**src/rtl/fwd_scoreboard_if.sv**
```systemverilog
`default_nettype none
//==============================================================================
// Module      : fwd_scoreboard_if
// Description : Bundles the signals between the pipeline and the operand
//               forwarding / long-latency scoreboard unit.
//               Per-port and per-source vectors are flattened. Port or
//               source i occupies slice [i*W +: W].
//   rd_req/rd_orig/rd_en      : operand read requests from decode
//   rd_value/rd_stall         : forwarded operands and gated per-port stalls
//   stall_exec                : OR of all per-port stalls
//   src_wen/valid/reg/value   : bypass sources, index 0 youngest
//   issue_valid/reg           : long-latency op issue
//   cmpl_valid/reg/value      : long-latency op completion bus
//   flush                     : kills outstanding long-latency writebacks
//   pending_any/stall_cycles  : registered status outputs
// Revision    : 1.0 - initial release
//==============================================================================
interface fwd_scoreboard_if #(
    parameter int NUM_RD  = 2,
    parameter int NUM_SRC = 3,
    parameter int DATA_W  = 32,
    parameter int REG_W   = 5
);
    logic [NUM_RD*REG_W-1:0]    rd_req;
    logic [NUM_RD*DATA_W-1:0]   rd_orig;
    logic [NUM_RD-1:0]          rd_en;
    logic [NUM_RD*DATA_W-1:0]   rd_value;
    logic [NUM_RD-1:0]          rd_stall;
    logic                       stall_exec;
    logic [NUM_SRC-1:0]         src_wen;
    logic [NUM_SRC-1:0]         src_valid;
    logic [NUM_SRC*REG_W-1:0]   src_reg;
    logic [NUM_SRC*DATA_W-1:0]  src_value;
    logic                       issue_valid;
    logic [REG_W-1:0]           issue_reg;
    logic                       cmpl_valid;
    logic [REG_W-1:0]           cmpl_reg;
    logic [DATA_W-1:0]          cmpl_value;
    logic                       flush;
    logic                       pending_any;
    logic [31:0]                stall_cycles;

    // Pipeline side
    modport master (
        output rd_req, rd_orig, rd_en,
        output src_wen, src_valid, src_reg, src_value,
        output issue_valid, issue_reg,
        output cmpl_valid, cmpl_reg, cmpl_value,
        output flush,
        input  rd_value, rd_stall, stall_exec, pending_any, stall_cycles
    );

    // Forwarding unit side
    modport slave (
        input  rd_req, rd_orig, rd_en,
        input  src_wen, src_valid, src_reg, src_value,
        input  issue_valid, issue_reg,
        input  cmpl_valid, cmpl_reg, cmpl_value,
        input  flush,
        output rd_value, rd_stall, stall_exec, pending_any, stall_cycles
    );
endinterface
`default_nettype wire

```
**src/rtl/fwd_scoreboard.sv**
```systemverilog
`default_nettype none
//==============================================================================
// Module      : fwd_scoreboard
// Description : Operand forwarding unit with a long-latency writeback
//               scoreboard. Each read port takes its value from the youngest
//               matching bypass source, else the completion bus (if the
//               register is pending), else the register file. A stall is
//               raised when the newest producer has no value yet.
// Ports       : clk    - clock
//               resetn - synchronous active-low reset
//               bus    - fwd_scoreboard_if.slave (requests, bypass sources,
//                        issue/complete/flush, forwarded values and status)
// Parameters  : NUM_RD, NUM_SRC, DATA_W, REG_W as in the interface;
//               STALL_INIT - reset value of the stall-cycle counter
// Revision    : 1.0 - initial release
//==============================================================================
module fwd_scoreboard #(
    parameter int          NUM_RD     = 2,
    parameter int          NUM_SRC    = 3,
    parameter int          DATA_W     = 32,
    parameter int          REG_W      = 5,
    parameter logic [31:0] STALL_INIT = 32'h0000_0000
) (
    input  logic            clk,
    input  logic            resetn,
    fwd_scoreboard_if.slave bus
);

    localparam int c_NUM_REGS = 1 << REG_W;

    logic [c_NUM_REGS-1:0]      r_pending;
    logic [c_NUM_REGS-1:0]      w_pending_nxt;
    logic                       r_pending_any;
    logic [31:0]                r_stall_cycles;

    logic [NUM_RD*DATA_W-1:0]   w_rd_value;
    logic [NUM_RD-1:0]          w_rd_stall;
    logic                       w_stall_exec;
    logic [REG_W-1:0]           w_req;
    logic [REG_W-1:0]           w_sreg;
    logic                       w_found;
    logic                       w_stall;

    //--------------------------------------------------------------------------
    // Per-port operand selection. w_found latches the first (youngest)
    // matching source so older sources can no longer override it, even when
    // the youngest match has no value yet and must stall.
    //--------------------------------------------------------------------------
    always_comb begin
        w_rd_value = '0;
        w_rd_stall = '0;
        w_req      = '0;
        w_sreg     = '0;
        w_found    = 1'b0;
        w_stall    = 1'b0;
        for (int p = 0; p < NUM_RD; p++) begin
            w_req   = bus.rd_req[p*REG_W +: REG_W];
            w_found = 1'b0;
            w_stall = 1'b0;
            w_rd_value[p*DATA_W +: DATA_W] = bus.rd_orig[p*DATA_W +: DATA_W];
            if (w_req == '0) begin
                w_rd_value[p*DATA_W +: DATA_W] = '0;
            end else begin
                for (int i = 0; i < NUM_SRC; i++) begin
                    w_sreg = bus.src_reg[i*REG_W +: REG_W];
                    if (!w_found && bus.src_wen[i] && (w_sreg == w_req)) begin
                        w_found = 1'b1;
                        if (bus.src_valid[i]) begin
                            w_rd_value[p*DATA_W +: DATA_W] = bus.src_value[i*DATA_W +: DATA_W];
                        end else begin
                            w_stall = 1'b1;
                        end
                    end
                end
                if (!w_found) begin
                    // A completion only forwards when it matches an
                    // outstanding entry; stray completions are ignored.
                    if (bus.cmpl_valid && (bus.cmpl_reg == w_req) && r_pending[w_req]) begin
                        w_rd_value[p*DATA_W +: DATA_W] = bus.cmpl_value;
                    end else if (r_pending[w_req]) begin
                        w_stall = 1'b1;
                    end
                end
            end
            w_rd_stall[p] = w_stall & bus.rd_en[p];
        end
    end

    assign w_stall_exec = |w_rd_stall;

    //--------------------------------------------------------------------------
    // Pending bitmap next state. Issue is applied after complete so that a
    // same-register issue+complete leaves the bit set for the new producer.
    //--------------------------------------------------------------------------
    always_comb begin
        w_pending_nxt = r_pending;
        if (bus.flush) begin
            w_pending_nxt = '0;
        end else begin
            if (bus.cmpl_valid && r_pending[bus.cmpl_reg]) begin
                w_pending_nxt[bus.cmpl_reg] = 1'b0;
            end
            if (bus.issue_valid && (bus.issue_reg != '0)) begin
                w_pending_nxt[bus.issue_reg] = 1'b1;
            end
        end
        w_pending_nxt[0] = 1'b0;
    end

    always_ff @(posedge clk) begin
        if (!resetn) begin
            r_pending      <= '0;
            r_pending_any  <= 1'b0;
            r_stall_cycles <= STALL_INIT;
        end else begin
            r_pending     <= w_pending_nxt;
            // Tracks the bitmap exactly: high whenever r_pending is nonzero.
            r_pending_any <= |w_pending_nxt;
            if (w_stall_exec && (r_stall_cycles != 32'hFFFF_FFFF)) begin
                r_stall_cycles <= r_stall_cycles + 32'd1;
            end
        end
    end

    assign bus.rd_value     = w_rd_value;
    assign bus.rd_stall     = w_rd_stall;
    assign bus.stall_exec   = w_stall_exec;
    assign bus.pending_any  = r_pending_any;
    assign bus.stall_cycles = r_stall_cycles;

endmodule
`default_nettype wire

```
**src/flat_wrapper.sv**
```systemverilog
// flat-port wrapper written by rule: the top's interface ports become plain ports
module fwd_scoreboard_flat 
#(
    parameter int          NUM_RD     = 2,
    parameter int          NUM_SRC    = 3,
    parameter int          DATA_W     = 32,
    parameter int          REG_W      = 5,
    parameter logic [31:0] STALL_INIT = 32'h0000_0000
)
  (clk, resetn, bus_rd_req, bus_rd_orig, bus_rd_en, bus_src_wen, bus_src_valid, bus_src_reg, bus_src_value, bus_issue_valid, bus_issue_reg, bus_cmpl_valid, bus_cmpl_reg, bus_cmpl_value, bus_flush, bus_rd_value, bus_rd_stall, bus_stall_exec, bus_pending_any, bus_stall_cycles);
  fwd_scoreboard_if #(.NUM_RD(NUM_RD), .NUM_SRC(NUM_SRC), .DATA_W(DATA_W), .REG_W(REG_W)) bus_i ();
  input  logic clk;
  input  logic resetn;
  input wire logic [$bits(bus_i.rd_req)-1:0] bus_rd_req;
  input wire logic [$bits(bus_i.rd_orig)-1:0] bus_rd_orig;
  input wire logic [$bits(bus_i.rd_en)-1:0] bus_rd_en;
  input wire logic [$bits(bus_i.src_wen)-1:0] bus_src_wen;
  input wire logic [$bits(bus_i.src_valid)-1:0] bus_src_valid;
  input wire logic [$bits(bus_i.src_reg)-1:0] bus_src_reg;
  input wire logic [$bits(bus_i.src_value)-1:0] bus_src_value;
  input wire logic [$bits(bus_i.issue_valid)-1:0] bus_issue_valid;
  input wire logic [$bits(bus_i.issue_reg)-1:0] bus_issue_reg;
  input wire logic [$bits(bus_i.cmpl_valid)-1:0] bus_cmpl_valid;
  input wire logic [$bits(bus_i.cmpl_reg)-1:0] bus_cmpl_reg;
  input wire logic [$bits(bus_i.cmpl_value)-1:0] bus_cmpl_value;
  input wire logic [$bits(bus_i.flush)-1:0] bus_flush;
  output wire logic [$bits(bus_i.rd_value)-1:0] bus_rd_value;
  output wire logic [$bits(bus_i.rd_stall)-1:0] bus_rd_stall;
  output wire logic [$bits(bus_i.stall_exec)-1:0] bus_stall_exec;
  output wire logic [$bits(bus_i.pending_any)-1:0] bus_pending_any;
  output wire logic [$bits(bus_i.stall_cycles)-1:0] bus_stall_cycles;
  assign bus_i.rd_req = bus_rd_req;
  assign bus_i.rd_orig = bus_rd_orig;
  assign bus_i.rd_en = bus_rd_en;
  assign bus_i.src_wen = bus_src_wen;
  assign bus_i.src_valid = bus_src_valid;
  assign bus_i.src_reg = bus_src_reg;
  assign bus_i.src_value = bus_src_value;
  assign bus_i.issue_valid = bus_issue_valid;
  assign bus_i.issue_reg = bus_issue_reg;
  assign bus_i.cmpl_valid = bus_cmpl_valid;
  assign bus_i.cmpl_reg = bus_cmpl_reg;
  assign bus_i.cmpl_value = bus_cmpl_value;
  assign bus_i.flush = bus_flush;
  assign bus_rd_value = bus_i.rd_value;
  assign bus_rd_stall = bus_i.rd_stall;
  assign bus_stall_exec = bus_i.stall_exec;
  assign bus_pending_any = bus_i.pending_any;
  assign bus_stall_cycles = bus_i.stall_cycles;
  fwd_scoreboard #(.NUM_RD(NUM_RD), .NUM_SRC(NUM_SRC), .DATA_W(DATA_W), .REG_W(REG_W), .STALL_INIT(STALL_INIT)) u_core (.clk(clk), .resetn(resetn), .bus(bus_i));
endmodule
```
**config.mk**
```make
export PLATFORM = sky130hd
export DESIGN_NAME = fwd_scoreboard_flat
export DESIGN_NICKNAME = d
export VERILOG_FILES = /design/src/rtl/fwd_scoreboard_if.sv /design/src/rtl/fwd_scoreboard.sv /design/src/flat_wrapper.sv
export SDC_FILE = /design/constraint.sdc
export NUM_CORES = 1
export LEC_CHECK = 0
export CORE_AREA = 2 2 130 132
export DETAILED_ROUTE_END_ITERATION = 10
export DIE_AREA = 0 0 132 134
export PLACE_DENSITY = 0.88
export SYNTH_ARGS = -nofsm -noshare
export SYNTH_HDL_FRONTEND = slang
export SYNTH_SLANG_ARGS = --single-unit
```
**constraint.sdc**
```tcl
create_clock -name clk -period 13.9 [get_ports clk]
set_input_delay 3.475 -clock clk [delete_from_list [all_inputs] [get_ports clk]]
set_output_delay 3.475 -clock clk [all_outputs]
set_load 0.005 [all_outputs]
```
==> impl_metrics.csv <==
group,metric,value,unit
timing,max_freq,88.87,MHz
logic_synthesis,syn_nets,1269,
setup_path,critPathMaxFanout,46,
routing,drcViolationCount,0,
logic_synthesis,ys_seq_area_share,16.92,%
floorplan,rows,47,
global_routing,grt_pass1_wl,50.27,mm
setup_path,critical_path_arrival,7.78,ns
cts,cts.clk_slew.worst_paths,0.05,ns
routing,ant_nets,0,
cts,cts_inserted_buffers,9,
logic_synthesis,synth_cells,1028,
cells_and_area,drive_above_1_share,5.615,%
pwr,total_power,649.8,uW
cells_and_area,final_util,69.58,%
setup_path,rr_endpoint,"u_core.bus.pending_any",
logic_synthesis,synthArstFlopShare,0,%
setup_path,critPathCapture,"bus_rd_value[16]",
setup_path,cp-startpoint,"bus_rd_req[0]",
cells_and_area,fill_cells,1332,
pwr,p_leak,0.004231,uW
cts,cts-root-buf,"clkbuf_16",
timing,finClkSkew,0.004722,ns
logic_synthesis,synth_flop_cell,"dfxtp_1",
logic_synthesis,ys_ff_latch,64,
floorplan,core_area,16290,um^2
timing,fin_ws,2.648,ns
setup_path,cpLargestDelayFamily,"buffers and inverters",
setup_path,cp.required,10.43,ns
routing,vias,9506,
cells_and_area,nets,1537,
cts,clock-sinks,64,
global_routing,grt_usage,35.97,%
placement,gp_congestion,0.9952,
timing,timing.final.crit_share,80.95,%
setup_path,worst-setup-path-type,"in -> out",
floorplan,start_util,46.48,%
logic_synthesis,synth_cell_types,58,
logic_synthesis,synth-simple-area-share,26.67,%
global_routing,antenna_found_initial,10,
logic_synthesis,synth_top_family_by_area,"simple AND/OR/NAND/NOR gates",
routing,routed_via_density,6.217,
pwr,ir_drop,0.07167,mV
global_routing,grt_overflow,0,
cts,cts_setup_buffers,0,
setup_path,cp_num_buf_inv,3,
logic_synthesis,syn_area,7571,um^2
job,maxCapViolCount,0,
cells_and_area,areaGrowthSynthToFinish,49.71,%
outcome,status,"completed",
placement,hpwlAfterDp,25.97,mm
logic_synthesis,synth_compound_area_share,23.88,%
cts,cts_tree,"done",
placement,portBuffers,339,
cts,clockBufferDepth,2,
floorplan,dieArea,17690,um^2
cts,clock_latency,0.33,ns
timing,setup_viol,0,
global_routing,first_global_vias,8778,
routing,drt-pass1-iter-count,6,
logic_synthesis,yosys_warnings,0,
pwr,power_density,57.33,nW/um^2
global_routing,grt_max_degree,65,
setup_path,reg2reg_from,"u_core.r_pending[16]",
timing,grt_setup_unrepaired,"false",
timing,hold_slack,0.4945,ns
routing,drtIter0Drc,827,
routing,drt-total-wl,33.74,mm
setup_path,cp_num_cells,9,
setup_path,slowest_stage,"clkdlybuf4s50_1",
routing,post_drt_wl_per_cell,22.06,um
setup_path,r2r_cells,9,
floorplan,die_w,132,um
setup_path,end_kind,"output port",
logic_synthesis,muxShareOfSynthArea,21.52,%
timing,worst_pin_slew,1.074,ns
cts,ctsResizeCount,0,
setup_path,slowest_delay,1.03,ns
setup_path,regToRegSetupSlack,10.49,ns
floorplan,io_pins,340,
logic_synthesis,syn_avg_cell_area,7.365,um^2
hold_path,hold_path.class,"reg -> reg",
cts,htreeDepth,3,
cts,postCtsHoldBufs,0,
logic_synthesis,yosys.area_share.adder,0.1653,%
setup_path,crit_chain,"clkdlybuf4s50_1 -> mux4_2 -> mux4_2 -> mux2_2 -> nand3b_1 -> buf_12 -> nor2_1 -> a211oi_1 -> clkdlybuf4s50_1",
setup_path,cp-start-kind,"input pin",
timing,period_needed,11.25,ns
timing,slew_violations,0,
logic_synthesis,synth_edf_count,0,
floorplan,die_y,134,um
timing,slew_headroom,28.13,%
timing,setup-tns-final,0,ns
timing,hold_viol,0,
placement,place_ws,2.699,ns
logic_synthesis,synth_xor_area_share,5.321,%
-- stage by stage --
stage               instance area, um^2  cells
floorplan                          7571   1028
global placement                  10980   1505
detailed placement                10980   1505
CTS                               11310   1520
global route                      11330   1529
finish                            11330   1529
-- logic make-up after synthesis --
kind of cell	count (synthesis)
adder cells (fa/ha/maj)	1
AO/OA/AOI/OAI	268
buffers and inverters	102
flip-flops	64
AND/OR/NAND/NOR	412
XOR/XNOR	46
multiplexers	135
-- Yosys cell counts, types with 11 or more instances --
cell type  number  share of area (%)
o21ai_0        50                3.3
mux4_2         22                6.5
nand4_1        14                1.2
dfxtp_1        64                 17
nand3_1        28                1.9
nand2_1        90                4.5
o211a_1        32                4.2
clkbuf_1       63                3.1
nor3_1         14               0.93
buf_1          17               0.84
and3_1         19                1.6
xor2_1         36                4.2
mux2i_1       111                 15
nor2_1        145                7.2
or3_1          24                2.0
a21oi_1        67                4.4
o211ai_1       11                1.1
nor4_1         14                1.2
buf_2          13               0.86
a211oi_1       69                6.8
-- placed cells by master, fill, tap and decap left out, types with 9 or more instances in the layout --
cell | Yosys | routed
o211ai_1 | 11 | 11
diode_2 | 0 | 9
nand4_1 | 14 | 14
nor2_1 | 145 | 144
nand3b_1 | 10 | 10
o21ai_1 | 9 | 9
o21ai_0 | 50 | 50
a21oi_1 | 67 | 67
a211oi_1 | 69 | 69
xor2_1 | 36 | 36
and3_1 | 19 | 18
mux2i_1 | 111 | 111
nor3_1 | 14 | 13
or3_1 | 24 | 24
nor4_1 | 14 | 14
nand2_1 | 90 | 88
clkdlybuf4s50_1 | 0 | 339
o211a_1 | 32 | 32
nand3_1 | 28 | 28
xnor2_1 | 10 | 10
mux4_2 | 22 | 22
dfxtp_1 | 64 | 64
clkbuf_16 | 0 | 9
buf_4 | 1 | 13
-- cell type report --
cell class / count / area, um^2 / share of cell area, %
antenna: 9 / 22.52 / 0.1987
clock buffer: 9 / 225.2 / 1.987
clock inverter: 6 / 108.9 / 0.9604
inverter: 6 / 22.52 / 0.1987
multi-input combinational: 862 / 5888 / 51.95
sequential: 64 / 1281 / 11.30
tap: 220 / 275.3 / 2.429
timing repair buffer: 353 / 3511 / 30.97
-- worst min-delay path by stage --
stage	end	start	slack, ns	depth (start not counted)
after CTS	u_core.bus.stall_cycles[29]	u_core.bus.stall_cycles[29]	0.49	2
after global routing	u_core.bus.stall_cycles[29]	u_core.bus.stall_cycles[29]	0.52	2
after detailed placement	u_core.bus.stall_cycles[29]	u_core.bus.stall_cycles[29]	0.48	2
after global placement	u_core.bus.stall_cycles[21]	u_core.bus.stall_cycles[21]	0.47	2
after floorplan	u_core.bus.stall_cycles[29]	u_core.bus.stall_cycles[29]	0.47	2
final	u_core.bus.stall_cycles[29]	u_core.bus.stall_cycles[29]	0.49	2
-- state kept, by name, indices dropped and copies added, names as in the netlist --
signal and count:
u_core.bus.pending_any 1, u_core.r_pending 31, u_core.bus.stall_cycles 32
-- power by group --
group / internal [uW] / switching, uW / total, uW
clock: 174 / 80.5 / 254
combinational: 123 / 87.5 / 210
sequential: 184 / 0.941 / 185
total: 481 / 169 / 650
-- worst reg2reg max path: cells and delay by family (launching register included) --
kind                   cells  cell delay, ns
muxes                      1            0.29
buffers and inverters      1            0.24
AOI/OAI and AO/OA          5            1.41
and+or+nand+nor            2            0.80
DFF                        1            0.50
-- routing by layer --
metal  wire, um  global-route usage, %  share of wire [%]  vias up
met4       2124                  21.98                6.3        2
met5          8                      0              0.024        -
met1      12670                  43.08                 38     4421
li1           -                      -                  -     4380
met3       3013                  6.765                8.9      137
met2      15920                  59.98                 47      566
No activity file was read; power rests on OpenSTA's default activity.
